--- config.mk ---
export PLATFORM = sky130hd
export DESIGN_NAME = rr_arbiter_8_flat
export DESIGN_NICKNAME = d
export VERILOG_FILES = /design/src/rtl/rr_arbiter_8_pkg.sv /design/src/rtl/rr_arbiter_8_if.sv /design/src/rtl/rr_arbiter_8_grant_decode.sv /design/src/rtl/rr_arbiter_8.sv /design/src/flat_wrapper.sv
export SDC_FILE = /design/constraint.sdc
export NUM_CORES = 1
export LEC_CHECK = 0
export ABC_AREA = 1
export CORE_ASPECT_RATIO = 1.75
export CORE_MARGIN = 2
export CORE_UTILIZATION = 46
export CTS_CLUSTER_DIAMETER = 80
export CTS_CLUSTER_SIZE = 20
export DETAILED_ROUTE_END_ITERATION = 7
export PLACE_DENSITY = 0.75
export SLEW_MARGIN = 20
export SYNTH_ARGS = -nofsm -noshare
export SYNTH_HDL_FRONTEND = slang
export SYNTH_SLANG_ARGS = --single-unit
--- constraint.sdc ---
create_clock -name clk -period 2.45 [get_ports clk]
set_clock_uncertainty 0.2 [all_clocks]
set_input_delay 0.49 -clock clk [delete_from_list [all_inputs] [get_ports clk]]
set_output_delay 0.49 -clock clk [all_outputs]
set_load 0.005 [all_outputs]
--- src/rtl/rr_arbiter_8_pkg.sv ---
// Shared types and helpers for the 8-way round-robin arbiter (package arb_pkg).
// The winner search rotates the request vector so that ptr lands at bit 0.
package arb_pkg;

  localparam int N_REQ = 8;
  localparam int IDX_W = 3;

  typedef enum logic {
    ARB_IDLE  = 1'b0,
    ARB_GRANT = 1'b1
  } arb_state_e;

  // Bit j of the rotated vector is req[(ptr + j) mod 8]; the lowest set bit
  // is the closest requester in wrap order, so adding ptr back gives its index.
  function automatic logic [IDX_W-1:0] rr_pick(
    input logic [N_REQ-1:0] req,
    input logic [IDX_W-1:0] ptr
  );
    logic [2*N_REQ-1:0] dbl;
    logic [N_REQ-1:0]   rot;
    logic [IDX_W-1:0]   off;
    dbl = {req, req} >> ptr;
    rot = dbl[N_REQ-1:0];
    off = '0;
    for (int j = N_REQ - 1; j >= 0; j--) begin
      if (rot[j]) off = IDX_W'(j);
    end
    return ptr + off;
  endfunction

endpackage

--- src/rtl/rr_arbiter_8_if.sv ---
// Request/grant bundle between requesters (master) and the arbiter (slave).
interface rr_arbiter_8_if;
  import arb_pkg::*;

  // Handshake: req[i] is a level held by requester i until it is done; the
  // grant appears one clock after req is sampled and is kept for as long as
  // req[gnt_idx] stays high. Dropping req[gnt_idx] releases the resource on
  // the next edge and a one-cycle all-zero gap always follows a grant.
  logic [N_REQ-1:0] req;
  logic [N_REQ-1:0] gnt;
  logic [IDX_W-1:0] gnt_idx;
  logic             gnt_valid;
  logic             timeout;

  modport master (
    output req,
    input  gnt, gnt_idx, gnt_valid, timeout
  );

  modport slave (
    input  req,
    output gnt, gnt_idx, gnt_valid, timeout
  );

endinterface

--- src/rtl/rr_arbiter_8_grant_decode.sv ---
// grant_decode_3_8: 3-bit index to 8-bit one-hot; en low forces all-zero.
module grant_decode_3_8
  import arb_pkg::*;
(
  input  logic [IDX_W-1:0] idx_i,
  input  logic             en_i,
  output logic [N_REQ-1:0] onehot_o
);

  always_comb begin
    onehot_o = '0;
    if (en_i) onehot_o[idx_i] = 1'b1;
  end

endmodule

--- src/rtl/rr_arbiter_8.sv ---
// Round-robin arbiter, 8 requesters, registered one-hot grant with a gap cycle.
// Optional forced release after HOLD_MAX grant cycles under `ARB_TIMEOUT_EN.
module rr_arbiter_8
  import arb_pkg::*;
#(
  parameter int HOLD_MAX = 16
) (
  input  logic       clk,
  input  logic       rst,
  rr_arbiter_8_if.slave bus,
  output arb_state_e state_o
);

  if (HOLD_MAX < 1 || HOLD_MAX > 255) begin : g_bad_hold
    $error("rr_arbiter_8: HOLD_MAX must be in 1..255");
  end

  arb_state_e       state_q, state_d;
  logic [IDX_W-1:0] ptr_q, ptr_d;
  logic [IDX_W-1:0] idx_q, idx_d;
  logic             valid_q, valid_d;
  logic [N_REQ-1:0] gnt_q, gnt_d;

`ifdef ARB_TIMEOUT_EN
  localparam logic [7:0] HOLD_LAST = 8'(HOLD_MAX - 1);
  logic [7:0] hold_q, hold_d;
  logic       timeout_q, timeout_d;
`endif

  always_comb begin
    state_d = state_q;
    ptr_d   = ptr_q;
    idx_d   = idx_q;
    valid_d = valid_q;
`ifdef ARB_TIMEOUT_EN
    hold_d    = hold_q;
    timeout_d = 1'b0;
`endif
    case (state_q)
      ARB_IDLE: begin
        if (|bus.req) begin
          state_d = ARB_GRANT;
          idx_d   = rr_pick(bus.req, ptr_q);
          valid_d = 1'b1;
`ifdef ARB_TIMEOUT_EN
          hold_d  = '0;
`endif
        end
      end
      ARB_GRANT: begin
        // Only the holder's request matters here; others wait for the gap.
        if (!bus.req[idx_q]) begin
          state_d = ARB_IDLE;
          valid_d = 1'b0;
          ptr_d   = idx_q + 3'd1;
        end
`ifdef ARB_TIMEOUT_EN
        else if (hold_q == HOLD_LAST) begin
          state_d   = ARB_IDLE;
          valid_d   = 1'b0;
          ptr_d     = idx_q + 3'd1;
          timeout_d = 1'b1;
        end else begin
          hold_d = hold_q + 8'd1;
        end
`endif
      end
      default: begin
        state_d = ARB_IDLE;
        valid_d = 1'b0;
      end
    endcase
  end

  // Decode the next index so the one-hot grant itself comes straight from a flop.
  grant_decode_3_8 u_decode (
    .idx_i    (idx_d),
    .en_i     (valid_d),
    .onehot_o (gnt_d)
  );

  always_ff @(posedge clk or posedge rst) begin
    if (rst) begin
      state_q <= ARB_IDLE;
      ptr_q   <= '0;
      idx_q   <= '0;
      valid_q <= 1'b0;
      gnt_q   <= '0;
    end else begin
      state_q <= state_d;
      ptr_q   <= ptr_d;
      idx_q   <= idx_d;
      valid_q <= valid_d;
      gnt_q   <= gnt_d;
    end
  end

`ifdef ARB_TIMEOUT_EN
  always_ff @(posedge clk or posedge rst) begin
    if (rst) begin
      hold_q    <= '0;
      timeout_q <= 1'b0;
    end else begin
      hold_q    <= hold_d;
      timeout_q <= timeout_d;
    end
  end

  assign bus.timeout = timeout_q;
`else
  assign bus.timeout = 1'b0;
`endif

  assign bus.gnt       = gnt_q;
  assign bus.gnt_idx   = idx_q;
  assign bus.gnt_valid = valid_q;
  assign state_o       = state_q;

endmodule

--- src/flat_wrapper.sv ---
// flat-port wrapper written by rule: the top's interface ports become plain ports
module rr_arbiter_8_flat import arb_pkg::*;
#(
  parameter int HOLD_MAX = 16
)
  (clk, rst, state_o, bus_req, bus_gnt, bus_gnt_idx, bus_gnt_valid, bus_timeout);
  rr_arbiter_8_if bus_i ();
  input  logic clk;
  input  logic rst;
  output arb_state_e state_o;
  input wire logic [$bits(bus_i.req)-1:0] bus_req;
  output wire logic [$bits(bus_i.gnt)-1:0] bus_gnt;
  output wire logic [$bits(bus_i.gnt_idx)-1:0] bus_gnt_idx;
  output wire logic [$bits(bus_i.gnt_valid)-1:0] bus_gnt_valid;
  output wire logic [$bits(bus_i.timeout)-1:0] bus_timeout;
  assign bus_i.req = bus_req;
  assign bus_gnt = bus_i.gnt;
  assign bus_gnt_idx = bus_i.gnt_idx;
  assign bus_gnt_valid = bus_i.gnt_valid;
  assign bus_timeout = bus_i.timeout;
  rr_arbiter_8 #(.HOLD_MAX(HOLD_MAX)) u_core (.clk(clk), .rst(rst), .bus(bus_i), .state_o(state_o));
endmodule
== After elaboration in Yosys (flattened, before gate mapping) ==
Cells that the tools add are included.

* Shifts and indexed selects: 1
* Bitwise logic cells: 2
* Muxes and demuxes: 23
* Add/subtract/negate cells: 2
* Reductions and logical operators: 3
* Magnitude comparators: 3

{| class="wikitable"
|+ Operators by type and width
! cell !! count
|-
| 3-bit 2-to-1 mux || 12
|-
| 16-bit by 3-bit >> shifter with 8-bit output || 1
|-
| 3-bit by 4-bit less-than comparator with 1-bit output (second input constant) || 2
|-
| 8-bit 2-to-1 mux || 1
|-
| 8-bit OR reduction || 1
|-
| 1-bit 2-to-1 mux || 6
|-
| 1-bit case mux with 2 select lines || 2
|-
| 3-bit by 1-bit adder with 3-bit output (second input constant) || 1
|-
| 3-bit adder || 1
|-
| 1-bit binary-select mux with 3-bit select || 1
|-
| 1-bit demux with 3-bit select || 1
|-
| 3-bit by 1-bit greater-or-equal comparator with 1-bit output (second input constant) || 1
|-
| 1-bit NOT || 2
|-
| 2-bit AND reduction || 1
|-
| 1-bit logical AND || 1
|}

* Input bits: 10
* Word-level logic and storage cells: 39
* Output and inout bits: 14
* Register bits after elaboration: 16

== Logic depth before layout (Yosys ltp) ==
Gate-level depths: netlist of the first run.

* Depth in word-level cells: 19
* Mapped depth: 20
* Gate-level depth less buffers: 19

== Modules after synthesis ==
Synthesis of the first run repeated with hierarchy kept, for this count alone.

* Cells, all modules: 173
* Area, all modules: 1,202.4 sq um

{| class="wikitable"
|+ By module, submodules not included
! module !! times used !! cells an instance !! area each (sq um) !! sequential area each (sq um)
|-
| rr_arbiter_8 || 1 || 156 || 1,138.6 || 400.4
|-
| grant_decode_3_8 || 1 || 17 || 63.8 || 0.0
|}

== Worst setup path before layout of the first run ==
Ideal clock, no wire load.

* Path type: register to register
* From: register u_core.ptr_q[0]
* To: register u_core.gnt_q[2], in the netlist u_core.bus.gnt[2]
* Cell stages (with the launch flop): 20
* Slack: -0.263 ns
* Path buffers: 1
* Arrival: 2.393 ns
* Path through: dfrtp_1 > buf_6 > inv_6 > nand2_2 > nand3_1 > nand3_1 > nand2_2 > a21oi_1 > o21ai_0 > nand2_1 > a21boi_0 > ha_1 > inv_1 > fa_1 > xor2_1 > inv_1 > nand3_1 > nand3_2 > nand3_1 > nor2_1

* Longest elaborated chain between the ends: 19

{| class="wikitable"
|+ RTL lines
! what !! line !! text
|-
| start: declaration || rr_arbiter_8.sv:19 || <nowiki>logic [IDX_W-1:0] ptr_q, ptr_d;</nowiki>
|-
| start signal: assignment || rr_arbiter_8.sv:91 || <nowiki>ptr_q <= ptr_d;</nowiki>
|-
| 16-bit by 3-bit >> shifter with 8-bit output || rr_arbiter_8_pkg.sv:22 || <nowiki>dbl = {req, req} >> ptr;</nowiki>
|-
| 3-bit 2-to-1 mux (8 in series) || rr_arbiter_8_pkg.sv:26 || <nowiki>if (rot[j]) off = IDX_W'(j);</nowiki>
|-
| 3-bit 2-to-1 mux || rr_arbiter_8.sv:41 || <nowiki>if (|bus.req) begin</nowiki>
|-
| 3-bit 2-to-1 mux || rr_arbiter_8.sv:39 || <nowiki>case (state_q)</nowiki>
|-
| 3-bit adder (*) || rr_arbiter_8_pkg.sv:28 || <nowiki>return ptr + off;</nowiki>
|-
| 3-bit 2-to-1 mux (*) || rr_arbiter_8.sv:41 ||
|-
| 3-bit 2-to-1 mux (*) || rr_arbiter_8.sv:39 ||
|-
| 3-bit by 4-bit less-than comparator with 1-bit output (not written as such) or 3-bit by 1-bit greater-or-equal comparator with 1-bit output (tied branches) || rr_arbiter_8_grant_decode.sv:12 || <nowiki>if (en_i) onehot_o[idx_i] = 1'b1;</nowiki>
|-
| 1-bit logical AND (not written as such) || rr_arbiter_8_grant_decode.sv:12 ||
|-
| 1-bit 2-to-1 mux (not written as such) || rr_arbiter_8_grant_decode.sv:12 ||
|-
| 1-bit demux with 3-bit select (*) || rr_arbiter_8_grant_decode.sv:12 ||
|-
| 8-bit 2-to-1 mux (*) || rr_arbiter_8_grant_decode.sv:12 ||
|-
| named net u_core.gnt_d[2] || rr_arbiter_8.sv:22 || <nowiki>logic [N_REQ-1:0] gnt_q, gnt_d;</nowiki>
|-
| end signal: assignment || rr_arbiter_8.sv:94 || <nowiki>gnt_q <= gnt_d;</nowiki>
|-
| end: declaration || rr_arbiter_8.sv:22 ||
|}

Mark *: on every way through the listed nets, which the timed path passes. The rest lies on a longest branch. The select of a mux whose other input is x is not followed.
A chain may end at the register's enable or synchronous reset.

== Worst setup path after layout of the first run ==
* From: register u_core.ptr_q[0]
* To: register u_core.gnt_q[2], in the netlist u_core.bus.gnt[2]

* Longest elaborated chain between the ends: 19

{| class="wikitable"
|+ RTL lines
! what !! line !! text
|-
| 16-bit by 3-bit >> shifter with 8-bit output || rr_arbiter_8_pkg.sv:22 ||
|-
| 3-bit 2-to-1 mux (8 in series) || rr_arbiter_8_pkg.sv:26 ||
|-
| 3-bit 2-to-1 mux || rr_arbiter_8.sv:41 ||
|-
| 3-bit 2-to-1 mux || rr_arbiter_8.sv:39 ||
|-
| 3-bit adder (*) || rr_arbiter_8_pkg.sv:28 ||
|-
| 3-bit 2-to-1 mux (*) || rr_arbiter_8.sv:41 ||
|-
| 3-bit 2-to-1 mux (*) || rr_arbiter_8.sv:39 ||
|-
| named net u_core.idx_d[1] || rr_arbiter_8.sv:20 || <nowiki>logic [IDX_W-1:0] idx_q, idx_d;</nowiki>
|-
| 3-bit by 4-bit less-than comparator with 1-bit output (not written as such) or 3-bit by 1-bit greater-or-equal comparator with 1-bit output (tied branches) || rr_arbiter_8_grant_decode.sv:12 ||
|-
| 1-bit logical AND (not written as such) || rr_arbiter_8_grant_decode.sv:12 ||
|-
| 1-bit 2-to-1 mux (not written as such) || rr_arbiter_8_grant_decode.sv:12 ||
|-
| 1-bit demux with 3-bit select (*) || rr_arbiter_8_grant_decode.sv:12 ||
|-
| 8-bit 2-to-1 mux (*) || rr_arbiter_8_grant_decode.sv:12 ||
|-
| named net u_core.gnt_d[2] || rr_arbiter_8.sv:22 ||
|}

Marks and branches as above.

==> results of run 1 <==
[stage by stage]
step,setup TNS [ns],area [um2]
after floorplan,-1.602,1289
after global placement,-8.973,1723
after detailed placement,-9.383,1723
after CTS,-3.193,1874
after global routing,-5.053,1984
final,-3.427,1984
[synth_stat cells]
| master | count |
|---|---|
| a21boi_0 | 1 |
| a21oi_1 | 1 |
| a31oi_1 | 1 |
| buf_4 | 2 |
| buf_6 | 2 |
| conb_1 | 1 |
| dfrtp_1 | 16 |
| fa_1 | 1 |
| ha_1 | 2 |
| inv_1 | 11 |
| inv_2 | 2 |
| inv_4 | 1 |
| inv_6 | 1 |
| nand2_1 | 45 |
| nand2_2 | 15 |
| nand3_1 | 22 |
| nand3_2 | 10 |
| nor2_1 | 15 |
| nor2_2 | 2 |
| nor2_4 | 1 |
| nor3_1 | 1 |
| nor4_1 | 2 |
| o211ai_1 | 1 |
| o21a_1 | 1 |
| o21ai_0 | 10 |
| o21ai_1 | 1 |
| o21ai_2 | 1 |
| o21bai_1 | 1 |
| xor2_1 | 2 |
[power groups by stage]
stage | Combinational, mW | Sequential (mW) | Clock (mW)
4_1_cts | 2.13 | 0.484 | 0.238
3_3_place_gp | 1.84 | 0.503 | 0
6_report | 2.30 | 0.489 | 0.234
3_5_place_dp | 1.89 | 0.503 | 0
5_1_grt | 2.52 | 0.503 | 0.248
2_1_floorplan | 1.20 | 0.444 | 0
[cell type report]
cell class	instances	area share (%)
Multi-Input combinational cell	137	46.91
Timing Repair Buffer	59	24.40
Sequential cell	16	20.30
Inverter	15	3.594
Clock buffer	4	2.774
Tap cell	27	1.702
Timing Repair inverter	1	0.3153
[worst max-delay path by stage]
| stage | from | endpoint | cells after the start |
|---|---|---|---|
| after global routing | u_core.ptr_q[0]$_DFFE_PP0P_ | u_core.bus.gnt[2]$_DFF_PP0_ | 19 |
| after CTS | u_core.ptr_q[0]$_DFFE_PP0P_ | u_core.bus.gnt[3]$_DFF_PP0_ | 19 |
| final | u_core.ptr_q[0]$_DFFE_PP0P_ | u_core.bus.gnt[2]$_DFF_PP0_ | 18 |
| after detailed placement | bus_req[6] | u_core.bus.gnt[3]$_DFF_PP0_ | 17 |
| after global placement | bus_req[6] | u_core.bus.gnt[3]$_DFF_PP0_ | 17 |
| after floorplan | u_core.ptr_q[0]$_DFFE_PP0P_ | u_core.bus.gnt[2]$_DFF_PP0_ | 18 |
[routing by layer]
layer | vias to the layer above | GRT usage, % | part of all wire [%]
met5 | - | 0 | 0
met1 | 662 | 25.87 | 34
met2 | 47 | 50.75 | 58
li1 | 680 | - | -
met4 | 0 | 12.46 | 3.7
met3 | 15 | 3.465 | 4.0
[sequential cells by signal, summed over array words and instances, names as in the netlist]
| signal | flops |
|---|---|
| u_core.ptr_q | 3 |
| u_core.bus.gnt_idx | 3 |
| u_core.bus.gnt_valid | 1 |
| u_core.bus.gnt | 8 |
| u_core.state_o | 1 |
[critical path, delay by kind of cell, from the launching register on]
| family | cells | cell delay (ns) |
|---|---|---|
| adder cells (fa/ha/maj) | 2 | 0.72 |
| buffers and inverters | 5 | 0.39 |
| AND/OR/NAND/NOR | 7 | 0.52 |
| AO/OA/AOI/OAI | 4 | 0.49 |
| flip-flops | 1 | 0.42 |
[kinds of logic after synthesis]
| family | count (synthesis) |
|---|---|
| DFF | 16 |
| xor gates and xnor gates | 2 |
| adders and majority gates | 3 |
| buffers and inverters | 19 |
| other | 1 |
| AOI/OAI and AO/OA | 18 |
| and+or+nand+nor | 113 |
[timing repair]
| item | 4_1_cts | 5_1_grt |
|---|---|---|
| pin swaps | 6 | 3 |
| setup endpoints to repair | 11 | 10 |
| resized for setup | 23 | 31 |
| cloned | 1 | 0 |
| buffers inserted | 7 | 1 |
==> qor.txt, run 1 <==
largest family of logic cells by synthesized area: simple AND/OR/NAND/NOR gates
Worst Hold Class: register to register
H-Tree Depth: 1
Initial DRT Pass Iterations: 4
post-synthesis cell type count: 29
Die ar.: 3152 um2
Reg clk slew, reported paths: 0.06 ns
failing checks: setup timing
Placed Cells: 246
CP Launch Type: register
Reg2Reg Launch Point: u_core.ptr_q[0]$_DFFE_PP0P_
number of clock sinks: 16
number of synthesized register bits: 16
most frequent cells in the layout: nand2_1, buf_4, nand3_2
first-pass GRT wire length: 6.203 mm
via count: 1404
Power per Cell Area: 1522 nW/um2
max-slew violations: 0
Mapped Area: 1244 um2
First DRT Iteration DRCs: 33
Synth Area in Adders: 3.622%
Initial Utilization: 47.33%
Req. time, crit path: 2.39 ns
IO buf count: 22
largest net degree at the start of global routing: 17
YS warnings: 0
Routed WL: 3.876 mm
minimum hold slack: 0.3725 ns
MaxCap Viol Count: 0
CTS Buf Count: 3
switch share: 47.94%
NetSw: 1.448 mW
XOR/XNOR share of the synthesized area: 1.408%
slowest cell on the critical path: fa_2
global route overflow: 0
vias per cell: 5.421
Hold EP: u_core.bus.gnt_valid$_DFF_PP0_
slew at the pin with the worst max-slew slack: 0.5895 ns
Die Height: 72.79 um
DP Wirelength: 2.796 mm
core box area: 2628 um2
antenna violations before repair: 0
Pwr Total: 3.021 mW
Hold Path Depth: 2
io pins: 24
layout cell share with drive strength beyond 1: 48.28%
register area share after synthesis: 32.19%
status: finished with violations
register area: 402.9 um2
vias in the first global route: 1442
CP Class: register to register
post-placement setup slack: -0.9548 ns
all-layer global routing usage: 26.14%
hold bufs inserted after CTS: 0
FF-to-FF End: u_core.bus.gnt[2]$_DFF_PP0_
fin crit share: 116.2%
most common cell after layout, fill and taps aside: nand2_1
Tmin final: 2.847 ns
maximum clock path buffer count: 2
Static Leak: 0.9795 nW
internal power consumption: 1.573 mW
top-area cell type share of the netlist area: 32.19%
Critical Path Max Stage Delay: 0.53 ns
Avg Cell Area, Syn: 7.231 um2
Setup violations, final: 10
Fin. Hold Viols: 0
worst-path cell chain: buf_6 > clkinv_8 > nand2_4 > nand3_2 > nand3_2 > nand2_2 > a21oi_2 > o21ai_1 > nand2_1 > a21boi_1 > ha_2 > inv_2 > fa_2 > inv_2 > o21ai_4 > inv_2 > nand3_2 > nor2_1
Final WS setup: -0.3969 ns
RD Place Congestion: 0.8689
r2r worst-path depth: 18
Syn Nets: 185
Chip Width: 43.31 um
fmax: 351.3 MHz
crit-path max FO: 5
Synth Area in Compound Gates: 8.451%
Worst EP arrival: 2.79 ns
R2R Setup Slk: -0.40 ns
fillers: 200
area of the multi-input gates: 930.9 um2
Peak VDD IR: 0.0009419 V
Gate Count Post-Synth: 172
Post-Layout Cell Count: 259
ANT nets after route: 0
mux contribution to synthesized area: 0%
Clk pwr share: 7.8%
CTS Root Cell: clkbuf_8
Clk Latency, worst-skew pair: 0.26 ns
synth top area cells: dfrtp_1, nand2_1, nand3_1, nand3_2, nand2_2
fin util: 75.52%
Comb power frac: 76.0%
startpoint of the worst hold path: u_core.bus.gnt_valid$_DFF_PP0_
DRC: 0
Worst setup EP type: register
routed len/inst: 14.97 um
CTS tree: yes
row count: 25
Yosys top cell by area: dfrtp_1
# diodes: 0
Area growth syn-to-layout: 59.56%
Slew headroom: 60.66%
unrepaired setup endpoints after global routing: true
Simple-Gate Fraction of Synth Area: 45.88%
Final #Nets: 246
Flop pwr share: 16.2%
(Power assumes the default switching activity.)
==> inputs of run 2 (changes only) <==
GPL_ROUTABILITY_DRIVEN = 0   (was unset)
==> run 2 against run 1 <==
Against the previous run:
- the run still ends with setup timing left
- combinational power is 3% higher
- critical endpoint is now u_core.bus.gnt[3]$_DFF_PP0_
- largest cell class unchanged
- fmax is 4.1% lower
- first-iteration DRC count is 42% higher
- sequential share of layout area is 0.15 points lower
- critical path depth is 1 higher
- sequential power is 3% higher
- non-clock buffer count is 2 higher
==> qor.txt, run 2 (synthesized netlist as in run 1, its figures left out) <==
status: finished with violations
failing checks: setup timing
# diodes: 0 (unchanged)
maximum clock path buffer count: 2 (unchanged)
via count: 1495 (+6.5%)
max-slew violations: 0 (unchanged)
Flop pwr share: 16.3% (about the same)
crit-path max FO: 6 (+1)
Final WS setup: -0.5199 ns (-0.1229 ns)
Worst EP arrival: 2.91 ns (+0.12 ns)
Initial DRT Pass Iterations: 4 (unchanged)
minimum hold slack: 0.3660 ns (-0.006501 ns)
Final #Nets: 248 (+0.81%)
Clk Latency, worst-skew pair: 0.25 ns (about the same)
Pwr Total: 3.099 mW (+2.6%)
number of clock sinks: 16 (unchanged)
Tmin final: 2.970 ns (+0.1229 ns)
routed len/inst: 16.23 um (+8.5%)
Worst Hold Class: register to register
core box area: 2628 um2 (unchanged)
Setup violations, final: 10 (unchanged)
Comb power frac: 76.1% (about the same)
Placed Cells: 248 (+0.81%)
Chip Width: 43.31 um (unchanged)
unrepaired setup endpoints after global routing: true
switch share: 48.72% (+0.78 points)
antenna violations before repair: 0 (unchanged)
largest net degree at the start of global routing: 17 (unchanged)
Reg clk slew, reported paths: 0.06 ns (about the same)
DRC: 0 (unchanged)
Req. time, crit path: 2.39 ns (about the same)
CP Class: register to register
Static Leak: 0.9857 nW (+0.64%)
Die ar.: 3152 um2 (unchanged)
R2R Setup Slk: -0.52 ns (-0.12 ns)
CTS Root Cell: clkbuf_8
vias in the first global route: 1507 (+4.5%)
Power per Cell Area: 1550 nW/um2 (+1.8%)
row count: 25 (unchanged)
internal power consumption: 1.589 mW (+1.0%)
H-Tree Depth: 1 (unchanged)
global route overflow: 0 (unchanged)
fin area: 1999 um2 (+0.76%)
Post-Layout Cell Count: 261 (+0.77%)
all-layer global routing usage: 27.10% (+0.96 points)
slew at the pin with the worst max-slew slack: 0.5770 ns (-0.01245 ns)
fin crit share: 121.2% (+5.0 points)
most frequent cells in the layout: nand2_1, buf_4, nand3_2
Die Height: 72.79 um (unchanged)
DP Wirelength: 2.705 mm (-3.2%)
Initial Utilization: 47.33% (unchanged)
Clk pwr share: 7.6% (-0.2 points)
CP Launch Type: register
Fin. Hold Viols: 0 (unchanged)
post-placement setup slack: -0.9349 ns (+0.01989 ns)
layout cell share with drive strength beyond 1: 47.44% (-0.84 points)
MaxCap Viol Count: 0 (unchanged)
CTS tree: yes
NetSw: 1.510 mW (+4.3%)
Peak VDD IR: 0.001013 V (+7.5%)
CTS Buf Count: 3 (unchanged)
Area growth syn-to-layout: 60.76%
io pins: 24 (unchanged)
ANT nets after route: 0 (unchanged)
Worst setup EP type: register
vias per cell: 5.728 (+5.7%)
Routed WL: 4.236 mm (+9.3%)
first-pass GRT wire length: 6.513 mm (+5.0%)
max reg flops: 8 (unchanged)
fmax: 336.7 MHz (-4.1%)
First DRT Iteration DRCs: 47 (+42%)
Area after DPL: 1738 um2 (+0.87%)
IO buf count: 22 (unchanged)
Slew headroom: 61.49% (+0.83 points)
-- run 2: cell types whose count changed in the layout (fill, tap and decap cells not counted), sizes merged --
cell | before | now
clkdlybuf4s15 | 0 | 3
inv | 15 | 16
clkinv | 1 | 0
buf | 37 | 39
clkbuf | 7 | 4
-- run 2: cell type report --
cell class                 count  area (um2)
clock buffer                   4       55.05
fill                         185       628.1
inverter                      15       73.82
multi-input combinational    137       902.1
sequential                    16       402.9
tap                           27       33.78
timing repair buffer          61       523.0
timing repair inverter         1       8.758
-- run 2: timing repair --
item                                    CTS  global route
endpoints found under the setup margin   11            10
pin swaps                                 2            16
endpoints found under the hold margin     0             0
buffers inserted                          5             3
cloned                                    1             0
hold buffers                              0             0
gates resized for setup                  32            16
-- run 2: worst paths after layout --
path	end	from	cells past startpoint
worst max-delay path	u_core.bus.gnt[3]$_DFF_PP0_	u_core.ptr_q[0]$_DFFE_PP0P_	19
worst min-delay path	u_core.bus.gnt_valid$_DFF_PP0_	u_core.bus.gnt_valid$_DFF_PP0_	2
worst max register to register	u_core.bus.gnt[3]$_DFF_PP0_	u_core.ptr_q[0]$_DFFE_PP0P_	19
worst min register to register	u_core.bus.gnt_valid$_DFF_PP0_	u_core.bus.gnt_valid$_DFF_PP0_	2
max in group asynchronous	u_core.ptr_q[0]$_DFFE_PP0P_	rst	2
min in group asynchronous	u_core.bus.gnt[2]$_DFF_PP0_	rst	2
-- run 2: critical path: stages, from the launching register on --
cell and delay [ns]:
dfrtp_2 0.44, buf_12 0.16, inv_12 0.07, nand2_2 0.06
nand3_2 0.09, nand3_2 0.08, nand2_2 0.09, a21oi_2 0.04
o21ai_1 0.14, nand2_1 0.08, a21boi_2 0.12, ha_2 0.19
inv_2 0.04, fa_2 0.40, xor2_2 0.22, inv_2 0.08
nand3_2 0.10, nand3_4 0.09, nand3_2 0.09, nor2_1 0.04
-- run 2: routing by layer --
metal  global-route usage [%]  part of all wire (%)  vias to the layer above
met4                    13.80                   5.1                        0
met5                        0                     0                        -
met3                    2.970                   4.6                       24
met2                    52.57                    57                       74
met1                    26.84                    33                      711
li1                         -                     -                      686
-- run 2: through the flow --
stage / TNS [ns] / utilization (%)
after CTS: -3.437 / 72.76
final: -4.871 / 76.10
after global placement: -8.416 / 66.14
after global routing: -6.117 / 76.10
after floorplan: -1.602 / -
after detailed placement: -9.292 / 66.14
-- run 2: power groups by stage --
stage / clock [mW] / combinational [mW] / sequential, mW
global placement: 0 / 1.84 / 0.497
finish: 0.236 / 2.36 / 0.504
CTS: 0.236 / 2.14 / 0.491
floorplan: 0 / 1.20 / 0.444
detailed placement: 0 / 1.89 / 0.502
global route: 0.252 / 2.55 / 0.512
==> inputs of run 3 (changes only) <==
CORE_ASPECT_RATIO = unset   (was 1.75)
TNS_END_PERCENT = 5   (was unset)
==> run 3 against run 2 <==
Against the previous run:
- the flow still finishes with violations (setup timing)
- via count decreased by 6.3%
- sequential power decreased by 2%
- routed wire length decreased by 16%
- cell count decreased by 0.38%
- fmax increased by 4.2%
- register-to-register slack improved by 0.12 ns
- die area decreased by 0.52%
- utilization decreased by 0.90 points
- total power decreased by 9.5%
==> qor.txt, run 3 (synthesized netlist as in run 1, its figures left out) <==
Initial DRT Pass Iterations: 4 (unchanged)
via count: 1401 (-6.3%)
CTS Buf Count: 3 (unchanged)
crit-path max FO: 5 (-1)
Worst setup EP type: register
Final #Nets: 244 (-1.6%)
unrepaired setup endpoints after global routing: true
CP Launch Type: register
io pins: 24 (unchanged)
max-slew violations: 0 (unchanged)
core box area: 2522 um2 (-4.0%)
Tmin final: 2.851 ns (-0.1192 ns)
Fin. Hold Viols: 0 (unchanged)
Static Leak: 0.9570 nW (-2.9%)
Peak VDD IR: 0.001094 V (+8.0%)
Final WS setup: -0.4007 ns (+0.1192 ns)
IO buf count: 22 (unchanged)
vias in the first global route: 1373 (-8.9%)
layout cell share with drive strength beyond 1: 43.04% (-4.4 points)
CTS Root Cell: clkbuf_4
Power per Cell Area: 1479 nW/um2 (-4.6%)
largest net degree at the start of global routing: 17 (unchanged)
Die Height: 56.00 um (-23%)
Initial Utilization: 49.31% (+2.0 points)
Routed WL: 3.542 mm (-16%)
ANT nets after route: 0 (unchanged)
most common cell after layout, fill and taps aside: nand2_1
fmax: 350.8 MHz (+4.2%)
fillers: 173 (-6.5%)
vias per cell: 5.388 (-5.9%)
H-Tree Depth: 1 (unchanged)
First DRT Iteration DRCs: 56 (+19%)
Reg clk slew, reported paths: 0.10 ns (+0.04 ns)
Worst Hold Class: primary input to async pin
failing checks: setup timing
slew at the pin with the worst max-slew slack: 0.5968 ns (+0.01971 ns)
global route overflow: 0 (unchanged)
MaxCap Viol Count: 0 (unchanged)
antenna violations before repair: 0 (unchanged)
# diodes: 0 (unchanged)
status: finished with violations
Fin Setup TNS: -3.601 ns (+1.270 ns)
routed len/inst: 13.62 um (-16%)
Pwr Total: 2.805 mW (-9.5%)
Req. time, crit path: 2.43 ns (+0.04 ns)
Worst EP arrival: 2.83 ns (-0.08 ns)
number of clock sinks: 16 (unchanged)
fin crit share: 116.4% (-4.9 points)
Area growth syn-to-layout: 52.52%
row count: 18 (-28%)
maximum clock path buffer count: 2 (unchanged)
DRC: 0 (unchanged)
first-pass GRT wire length: 6.044 mm (-7.2%)
max reg flops: 8 (unchanged)
Setup violations, final: 10 (unchanged)
CP Class: register to register
Slew headroom: 60.17% (-1.3 points)
most frequent cells in the layout: nand2_1, buf_4, nand3_2
CTS tree: yes
Clk Latency, worst-skew pair: 0.29 ns (+0.04 ns)
all-layer global routing usage: 23.72% (-3.4 points)
DP Wirelength: 2.504 mm (-7.4%)
Die ar.: 3135 um2 (-0.52%)
Chip Width: 56.00 um (+29%)
run 3: final cells by class:
| cell class | instances | area (um2) | share of cell area (%) |
|---|---|---|---|
| sequential | 16 | 402.9 | 21.24 |
| multi-input combinational | 137 | 867.1 | 45.71 |
| tap | 30 | 37.54 | 1.979 |
| clock buffer | 4 | 36.28 | 1.913 |
| inverter | 15 | 66.31 | 3.496 |
| timing repair inverter | 1 | 6.256 | 0.3298 |
| timing repair buffer | 57 | 480.5 | 25.33 |
run 3: path summary, 6_finish.rpt:
kind	from	end	slack [ns]	cells after the start
worst max-delay path	u_core.ptr_q[0]$_DFFE_PP0P_	u_core.bus.gnt[7]$_DFF_PP0_	-0.40	18
worst min-delay path	rst	u_core.bus.gnt[0]$_DFF_PP0_	0.35	2
worst max register to register	u_core.ptr_q[0]$_DFFE_PP0P_	u_core.bus.gnt[7]$_DFF_PP0_	-0.40	18
worst min register to register	u_core.bus.gnt_valid$_DFF_PP0_	u_core.bus.gnt_valid$_DFF_PP0_	0.37	2
max in group asynchronous	rst	u_core.ptr_q[1]$_DFFE_PP0P_	1.26	2
min in group clk	u_core.bus.gnt_valid$_DFF_PP0_	u_core.bus.gnt_valid$_DFF_PP0_	0.37	2
run 3: metal layers:
| layer | GRT usage [%] | share of wire, % | vias to the layer above |
|---|---|---|---|
| met5 | 0 | 0 | - |
| met4 | 8.844 | 2.5 | 0 |
| met3 | 3.023 | 5.1 | 10 |
| met2 | 40.50 | 51 | 55 |
| met1 | 30.50 | 41 | 662 |
| li1 | - | - | 674 |
run 3: report_power, final:
group / switching, mW / leakage (nW) / internal, mW
logic: 1.15 / 0.735 / 0.982
registers: 0.119 / 0.201 / 0.374
clock network: 0.0853 / 0.0210 / 0.0907
total: 1.36 / 0.957 / 1.45
run 3: per-stage QoR:
stage	util, %	cell area [um2]	setup slack (ns)	cells	hold slack [ns]
after floorplan	-	1289	-0.1829	172	0.2037
after global placement	69.05	1742	-0.8382	251	0.3456
after detailed placement	69.05	1742	-0.8995	251	0.3371
after CTS	75.20	1897	-0.3657	260	0.3595
after global routing	75.20	1897	-0.5373	260	0.4021
final	75.20	1897	-0.4007	260	0.3549
run 3: worst max-delay path, cell delays in order (launching register included):
cell and delay (ns):
dfrtp_2 0.44, buf_6 0.14, inv_8 0.08, nand2_4 0.05
nand3_2 0.08, nand3_2 0.07, nand2_1 0.09, a21oi_1 0.07
o21ai_1 0.13, nand2_1 0.06, a21boi_1 0.13, ha_2 0.19
inv_2 0.03, fa_2 0.52, inv_2 0.05, o21ai_4 0.19
inv_2 0.08, nand3_2 0.07, nor2_1 0.04
run 3: repair_timing:
item                       4_1_cts  5_1_grt
pin swaps                       12        0
setup buffers                    4        0
gates cloned                     1        0
hold buffers                     0        0
gates resized for setup         34        0
setup endpoints to repair       11       10
